$ cat src/rtl/sky130_as_sc_hs__scanbank.sv
// Scan bank: N-bit capture/shift/update chain with a one-cycle DONE pulse.
// Optional parity check on shifted data enabled by macro SC_HS_SCANBANK_PARITY_EN.
module sky130_as_sc_hs__scanbank #(
  parameter int WIDTH = 8,
  parameter int DEPTH = 4
) (
  input  logic                     CLK,
  input  logic                     RST,
  input  logic                     VPWR,
  input  logic                     VGND,
  input  logic                     VPB,
  input  logic                     VNB,
  input  logic                     START,
  input  logic [1:0]               MODE,
  input  logic                     SI,
  output logic                     SO,
  input  logic [WIDTH*DEPTH-1:0]   PI,
  output logic [WIDTH*DEPTH-1:0]   PO,
  output logic                     BUSY,
  output logic                     DONE,
  output logic                     PERR
);

  localparam int N  = WIDTH * DEPTH;
  localparam int CW = $clog2(N + 1);

  typedef enum logic [1:0] {
    S_IDLE    = 2'd0,
    S_CAPTURE = 2'd1,
    S_SHIFT   = 2'd2,
    S_UPDATE  = 2'd3
  } state_t;

  state_t          r_state;
  state_t          w_state_nxt;
  logic [N-1:0]    r_chain;
  logic [N-1:0]    w_chain_nxt;
  logic [CW-1:0]   r_cnt;
  logic [CW-1:0]   w_cnt_nxt;
  logic [N-1:0]    r_po;
  logic            r_busy;
  logic            r_done;
  logic            w_accept;
  logic            w_update;
  logic            w_po_en;
  logic            w_unused_supply;

  // Supply and bias pins carry no logic function.
  assign w_unused_supply = VPWR ^ VGND ^ VPB ^ VNB;

  assign w_update = (r_state == S_UPDATE);

  always_comb begin
    w_state_nxt = r_state;
    w_chain_nxt = r_chain;
    w_cnt_nxt   = r_cnt;
    w_accept    = 1'b0;
    case (r_state)
      S_IDLE: begin
        if (START && (MODE != 2'b11)) begin
          w_accept = 1'b1;
          case (MODE)
            2'b00:   w_state_nxt = S_SHIFT;
            2'b01:   w_state_nxt = S_CAPTURE;
            2'b10:   w_state_nxt = S_UPDATE;
            default: w_state_nxt = S_IDLE;
          endcase
        end else begin
          w_state_nxt = S_IDLE;
        end
      end
      S_CAPTURE: begin
        w_chain_nxt = PI;
        w_state_nxt = S_SHIFT;
      end
      S_SHIFT: begin
        w_chain_nxt = {r_chain[N-2:0], SI};
        if (r_cnt == CW'(N - 1)) begin
          w_cnt_nxt   = '0;
          w_state_nxt = S_UPDATE;
        end else begin
          w_cnt_nxt   = r_cnt + CW'(1);
        end
      end
      S_UPDATE: begin
        w_state_nxt = S_IDLE;
      end
      default: begin
        w_state_nxt = S_IDLE;
        w_cnt_nxt   = '0;
      end
    endcase
  end

  always_ff @(posedge CLK or posedge RST) begin
    if (RST) begin
      r_state <= S_IDLE;
      r_chain <= '0;
      r_cnt   <= '0;
      r_po    <= '0;
      r_busy  <= 1'b0;
      r_done  <= 1'b0;
    end else begin
      r_state <= w_state_nxt;
      r_chain <= w_chain_nxt;
      r_cnt   <= w_cnt_nxt;
      r_busy  <= (w_state_nxt != S_IDLE);
      r_done  <= w_update;
      if (w_po_en) begin
        r_po <= r_chain;
      end
    end
  end

`ifdef SC_HS_SCANBANK_PARITY_EN
  logic r_par;
  logic r_perr;
  logic w_par_err;

  // SI in the UPDATE cycle is the even-parity bit for the shifted data.
  assign w_par_err = r_par ^ SI;
  assign w_po_en   = w_update && !w_par_err;
  assign PERR      = r_perr;

  always_ff @(posedge CLK or posedge RST) begin
    if (RST) begin
      r_par  <= 1'b0;
      r_perr <= 1'b0;
    end else if (w_accept) begin
      r_par  <= 1'b0;
      r_perr <= 1'b0;
    end else if (r_state == S_SHIFT) begin
      r_par  <= r_par ^ SI;
    end else if (w_update && w_par_err) begin
      r_perr <= 1'b1;
    end
  end
`else
  assign w_po_en = w_update;
  assign PERR    = 1'b0;
`endif

  assign SO   = r_chain[N-1];
  assign PO   = r_po;
  assign BUSY = r_busy;
  assign DONE = r_done;

endmodule

$ cat config.mk
export PLATFORM = sky130hd
export DESIGN_NAME = sky130_as_sc_hs__scanbank
export DESIGN_NICKNAME = d
export VERILOG_FILES = /design/src/rtl/sky130_as_sc_hs__scanbank.sv
export SDC_FILE = /design/constraint.sdc
export NUM_CORES = 1
export LEC_CHECK = 0
export BUFFER_PORTS_ARGS = -buffer_cell sky130_fd_sc_hd__buf_2
export CORE_MARGIN = 2
export CORE_UTILIZATION = 57
export DETAILED_ROUTE_END_ITERATION = 10
export GPL_ROUTABILITY_DRIVEN = 0
export PLACE_DENSITY = 0.81
export SETUP_SLACK_MARGIN = 0.5
export SLEW_MARGIN = 10
export SYNTH_ARGS = -nofsm -noshare
export SYNTH_HDL_FRONTEND = slang
export SYNTH_SLANG_ARGS = --single-unit
$ cat constraint.sdc
create_clock -name CLK -period 4.2 [get_ports CLK]
set_input_delay 0.21 -clock CLK [delete_from_list [all_inputs] [get_ports CLK]]
set_output_delay 0.21 -clock CLK [all_outputs]
set_load 0.1 [all_outputs]
======== Yosys cells after proc, flatten, opt, wreduce, memory -nomap -nowiden ========
Index checks and enable logic that the tools add are counted.
word-level totals
  flip-flop bits (word level) ............. 74
  input port bits ......................... 42
  output and inout bits ................... 36
  logic and storage cells ................. 25
operators by class
  add/subtract/negate cells ............... 1
  equal/unequal tests ..................... 7
  muxes and demuxes ....................... 6
  reduce and logical (&&, ||, !) cells .... 5
operator list
  kind                   count
  $pmux W32 S2           1
  $pmux W2 S4            1
  $add A6 B1 Y6 const B  1
  $eq A2 B2 Y1 const B   3
  $eq A6 B5 Y1 const B   1
  $mux W6                1
  $pmux W2 S3            1
  $eq A2 B1 Y1 const B   2
  $logic_not A2 Y1       2
  $mux W2                2
  $reduce_bool A2 Y1     2
  $ne A2 B2 Y1 const B   1
  $logic_and A1 B1 Y1    1

======== Logic depth before layout (Yosys ltp) ========
  depth in word-level cells ............... 5
  mapped depth ............................ 6

======== Least setup slack after synthesis ========
No wires, ideal clock.
  path kind ............................... flip-flop to flip-flop
  from .................................... register r_state[0]
  to ...................................... register r_chain[0]
  setup time .............................. 0.137 ns
  data arrival time ....................... 1.279 ns
  data required time ...................... 4.063 ns
  setup slack ............................. 2.784 ns
  stages on the path, launching flop included .. 6
  path buffers ............................ 2
  period minus slack after synthesis ...... 1.416 ns
  cells stage by stage .................... dfrtp_1 > inv_1 > ha_1 > clkbuf_1 > clkbuf_1 > a21oi_1
on the way
  cells in the longest elaborated chain, start to end .. 2
  elaborated cells between the ends (all ways) .. 4
  those cells by class .................... eq/ne: 2; mux: 1; reduce/logical: 1
RTL lines
  item                                                RTL line  source
  start: declaration                                  34        state_t r_state;
  start signal: assignment                            104       r_state <= w_state_nxt;
  $eq A2 B2 Y1 or $eq A2 B1 Y1 (tied branches)        58        case (r_state)
  $pmux W32 S2 or $reduce_bool A2 Y1 (tied branches)  n/a
  end signal: assignment                              105       r_chain <= w_chain_nxt;
  end: declaration                                    36        logic [N-1:0] r_chain;
Parallel ways exist; a longest one is shown, timed or not.
A chain may end at the register's enable or synchronous reset.

======== Worst setup path in the final report ========
  from .................................... register r_state[0]
  to ...................................... register r_chain[3]
Same word-level chain as after synthesis.

==> results.toml <==
[clock_tree]
numCtsBuffers = 9
post_cts_resized = 0
root_buffer = "clkbuf_8"
cts_setup_buffers = 0
htree_levels = 3
clk_pin_slew_worst_paths_ns = 0.08
cts_buffer_depth = 2
insertion_delay_ns = 0.34
cts.sinks = 74
holdBufCountCts = 0
cts_tree = "built"

[routing]
ant_nets = 0
routed_wl_um = 5710
wl_per_cell_um = 14.2
dr.first_iter.drc_count = 82
drcViolationCount = 0
vias_per_cell = 5.32
dr.pass1.iters = 4
vias = 2145

[sta]
clock-skew-final_ns = 0.00921
clock.fmax_ghz = 0.479
worst_pin_slew_ns = 1.05
layout_setup_ws_ns = 2.11
drv_slew = 0
rsz0062_at_grt = "false"
holdWs_ns = 0.0869
relSlewSlack_pct = 30.1
setup_tns_ns = 0
post-route-period-util_pct = 49.7
period_needed_ns = 2.09
hold_violations = 0
finalSetupViolCount = 0

[synthesis]
syn_area_per_cell_sq_um = 12.4
synth_cells = 257
ys.flop_type = "dfrtp_1"
yosysTopAreaCellShare_pct = 57.9
ys_seq_area_share_pct = 57.9
async_reset_ff_share_pct = 100
synthTopCellsByCount = "dfrtp_1, nor2_1, a21oi_1, mux2i_1, mux2_2"
synth_edf_count = 0
syn_nets = 306
ys_warn_count = 0
yosysUniqueCellTypes = 29
yosysMostFrequentCell = "dfrtp_1"
yosys-top-cells-area = "dfrtp_1, mux2_2, mux2i_1, a21oi_1, nor2_1"
syn-cell-area_sq_um = 3200
ys_ff_latch = 74
synth_top_area_cell = "dfrtp_1"

[floorplanning]
die_area_sq_um = 6230
core_sq_um = 5470
die_w_um = 78.9
die_h_um = 78.9
num_rows = 27
start_util_pct = 58.4
pin_count = 78

[worst_setup_path]
critical_path.startpoint_type = "flip-flop"
cp_data_required_time_ns = 4.38
cp_max_fo = 24
criticalPathCategory = "reg2reg"
cp-end-kind = "flip-flop"
slowest_stage = "ha_2"
cp.arrival_ns = 2.26
slowest_delay_ns = 0.67
crit_chain = "inv_1, ha_2, buf_4, mux2i_1, a21oi_1"

[place]
dp_worst_setup_slack_ns = 2.12
hpwl_um = 3840
port_buffers = 72

[global_routing]
antenna_found_initial = 0
grt_max_degree = 66
grt_usage_pct = 20.1
grt_pass1_wl_um = 9410
overflow = 0
first_global_vias = 2041

[outcome]
status = "complete, no violations"

[final_layout]
fillers = 440
nets = 376
antennaDiodeCount = 0
syn_to_final_growth_pct = 17.8
drive_gt1_share_pct = 38.4

[flow_run]
drv_cap = 0

[min_path]
min_path_type = "in2async"
[metrics by stage]
stage / instance area (sq um) / util [%] / cells
after floorplan: 3200 / - / 257
after global placement: 3580 / 65.4 / 388
after detailed placement: 3580 / 65.4 / 388
after CTS: 3770 / 68.9 / 403
after global routing: 3770 / 68.9 / 403
final: 3770 / 68.9 / 403
[cell usage in the layout (no fill, tap or decap), types with 2 or more instances in the layout]
cell      instances
nor2_1           34
nand2_1           3
mux2i_1          32
dfrtp_1          74
a21oi_1          32
ha_1              5
a31oi_1           2
clkbuf_8         10
clkinv_2          3
ha_2              2
nor2b_1           2
mux2_1            2
inv_1             5
mux2_2           31
xnor2_1           3
buf_4             3
buf_2            72
[sequential cells by signal (all words and copies together) (netlist names)]
name and count:
r_chain 32, DONE 1, r_state 2, PO 32, r_cnt 6, BUSY 1
[area by class of cell]
cell class	count	area (sq um)	area share (%)
clock buffer	10	138	3.65
clock inverter	5	53.8	1.43
inverter	6	22.5	0.598
multi-input combinational	161	1230	32.6
tap	72	90.1	2.39
timing repair buffer	75	383	10.2
sequential	74	1850	49.1
[worst paths after layout]
kind	end	cells after the start	slack (ns)	start
setup reg to reg	r_chain[3]$_DFFE_PP0P_	5	2.11	r_state[0]$_DFF_PP0_
hold / removal	PO[19]$_DFFE_PP0P_	2	0.09	RST
hold reg to reg	r_cnt[4]$_DFFE_PP0P_	1	0.47	r_cnt[4]$_DFFE_PP0P_
setup / recovery	r_chain[3]$_DFFE_PP0P_	5	2.11	r_state[0]$_DFF_PP0_
min in group CLK	r_chain[6]$_DFFE_PP0P_	3	0.17	PI[6]
max in group asynchronous	r_chain[15]$_DFFE_PP0P_	3	3.21	RST
[critical path, delay by kind of cell, from the launching register on]
kind / cells / cell delay [ns]
adder cells (fa/ha/maj): 1 / 0.67
buffers and inverters: 2 / 0.51
flip-flops: 1 / 0.40
multiplexers: 1 / 0.25
AO/OA/AOI/OAI: 1 / 0.09
[per-layer routing]
metal	track usage, %	part of all wire, %	vias up
met4	10.7	1.8	0
met1	25.3	44	1058
met5	0	0	-
met3	5.11	5.0	8
met2	32.1	49	55
li1	-	-	1024
[kinds of logic after synthesis]
logic type / Yosys count / synth area share [%]
other: 1 / 0.117
buffers and inverters: 22 / 3.79
xor gates and xnor gates: 4 / 1.10
adders and majority gates: 7 / 2.74
AOI/OAI and AO/OA: 37 / 6.10
DFF: 74 / 57.9
and+or+nand+nor: 47 / 6.61
muxes: 65 / 21.6
Power is not shown: default switching activity piles up to over one toggle a cycle in this logic, so the estimate is an artifact.
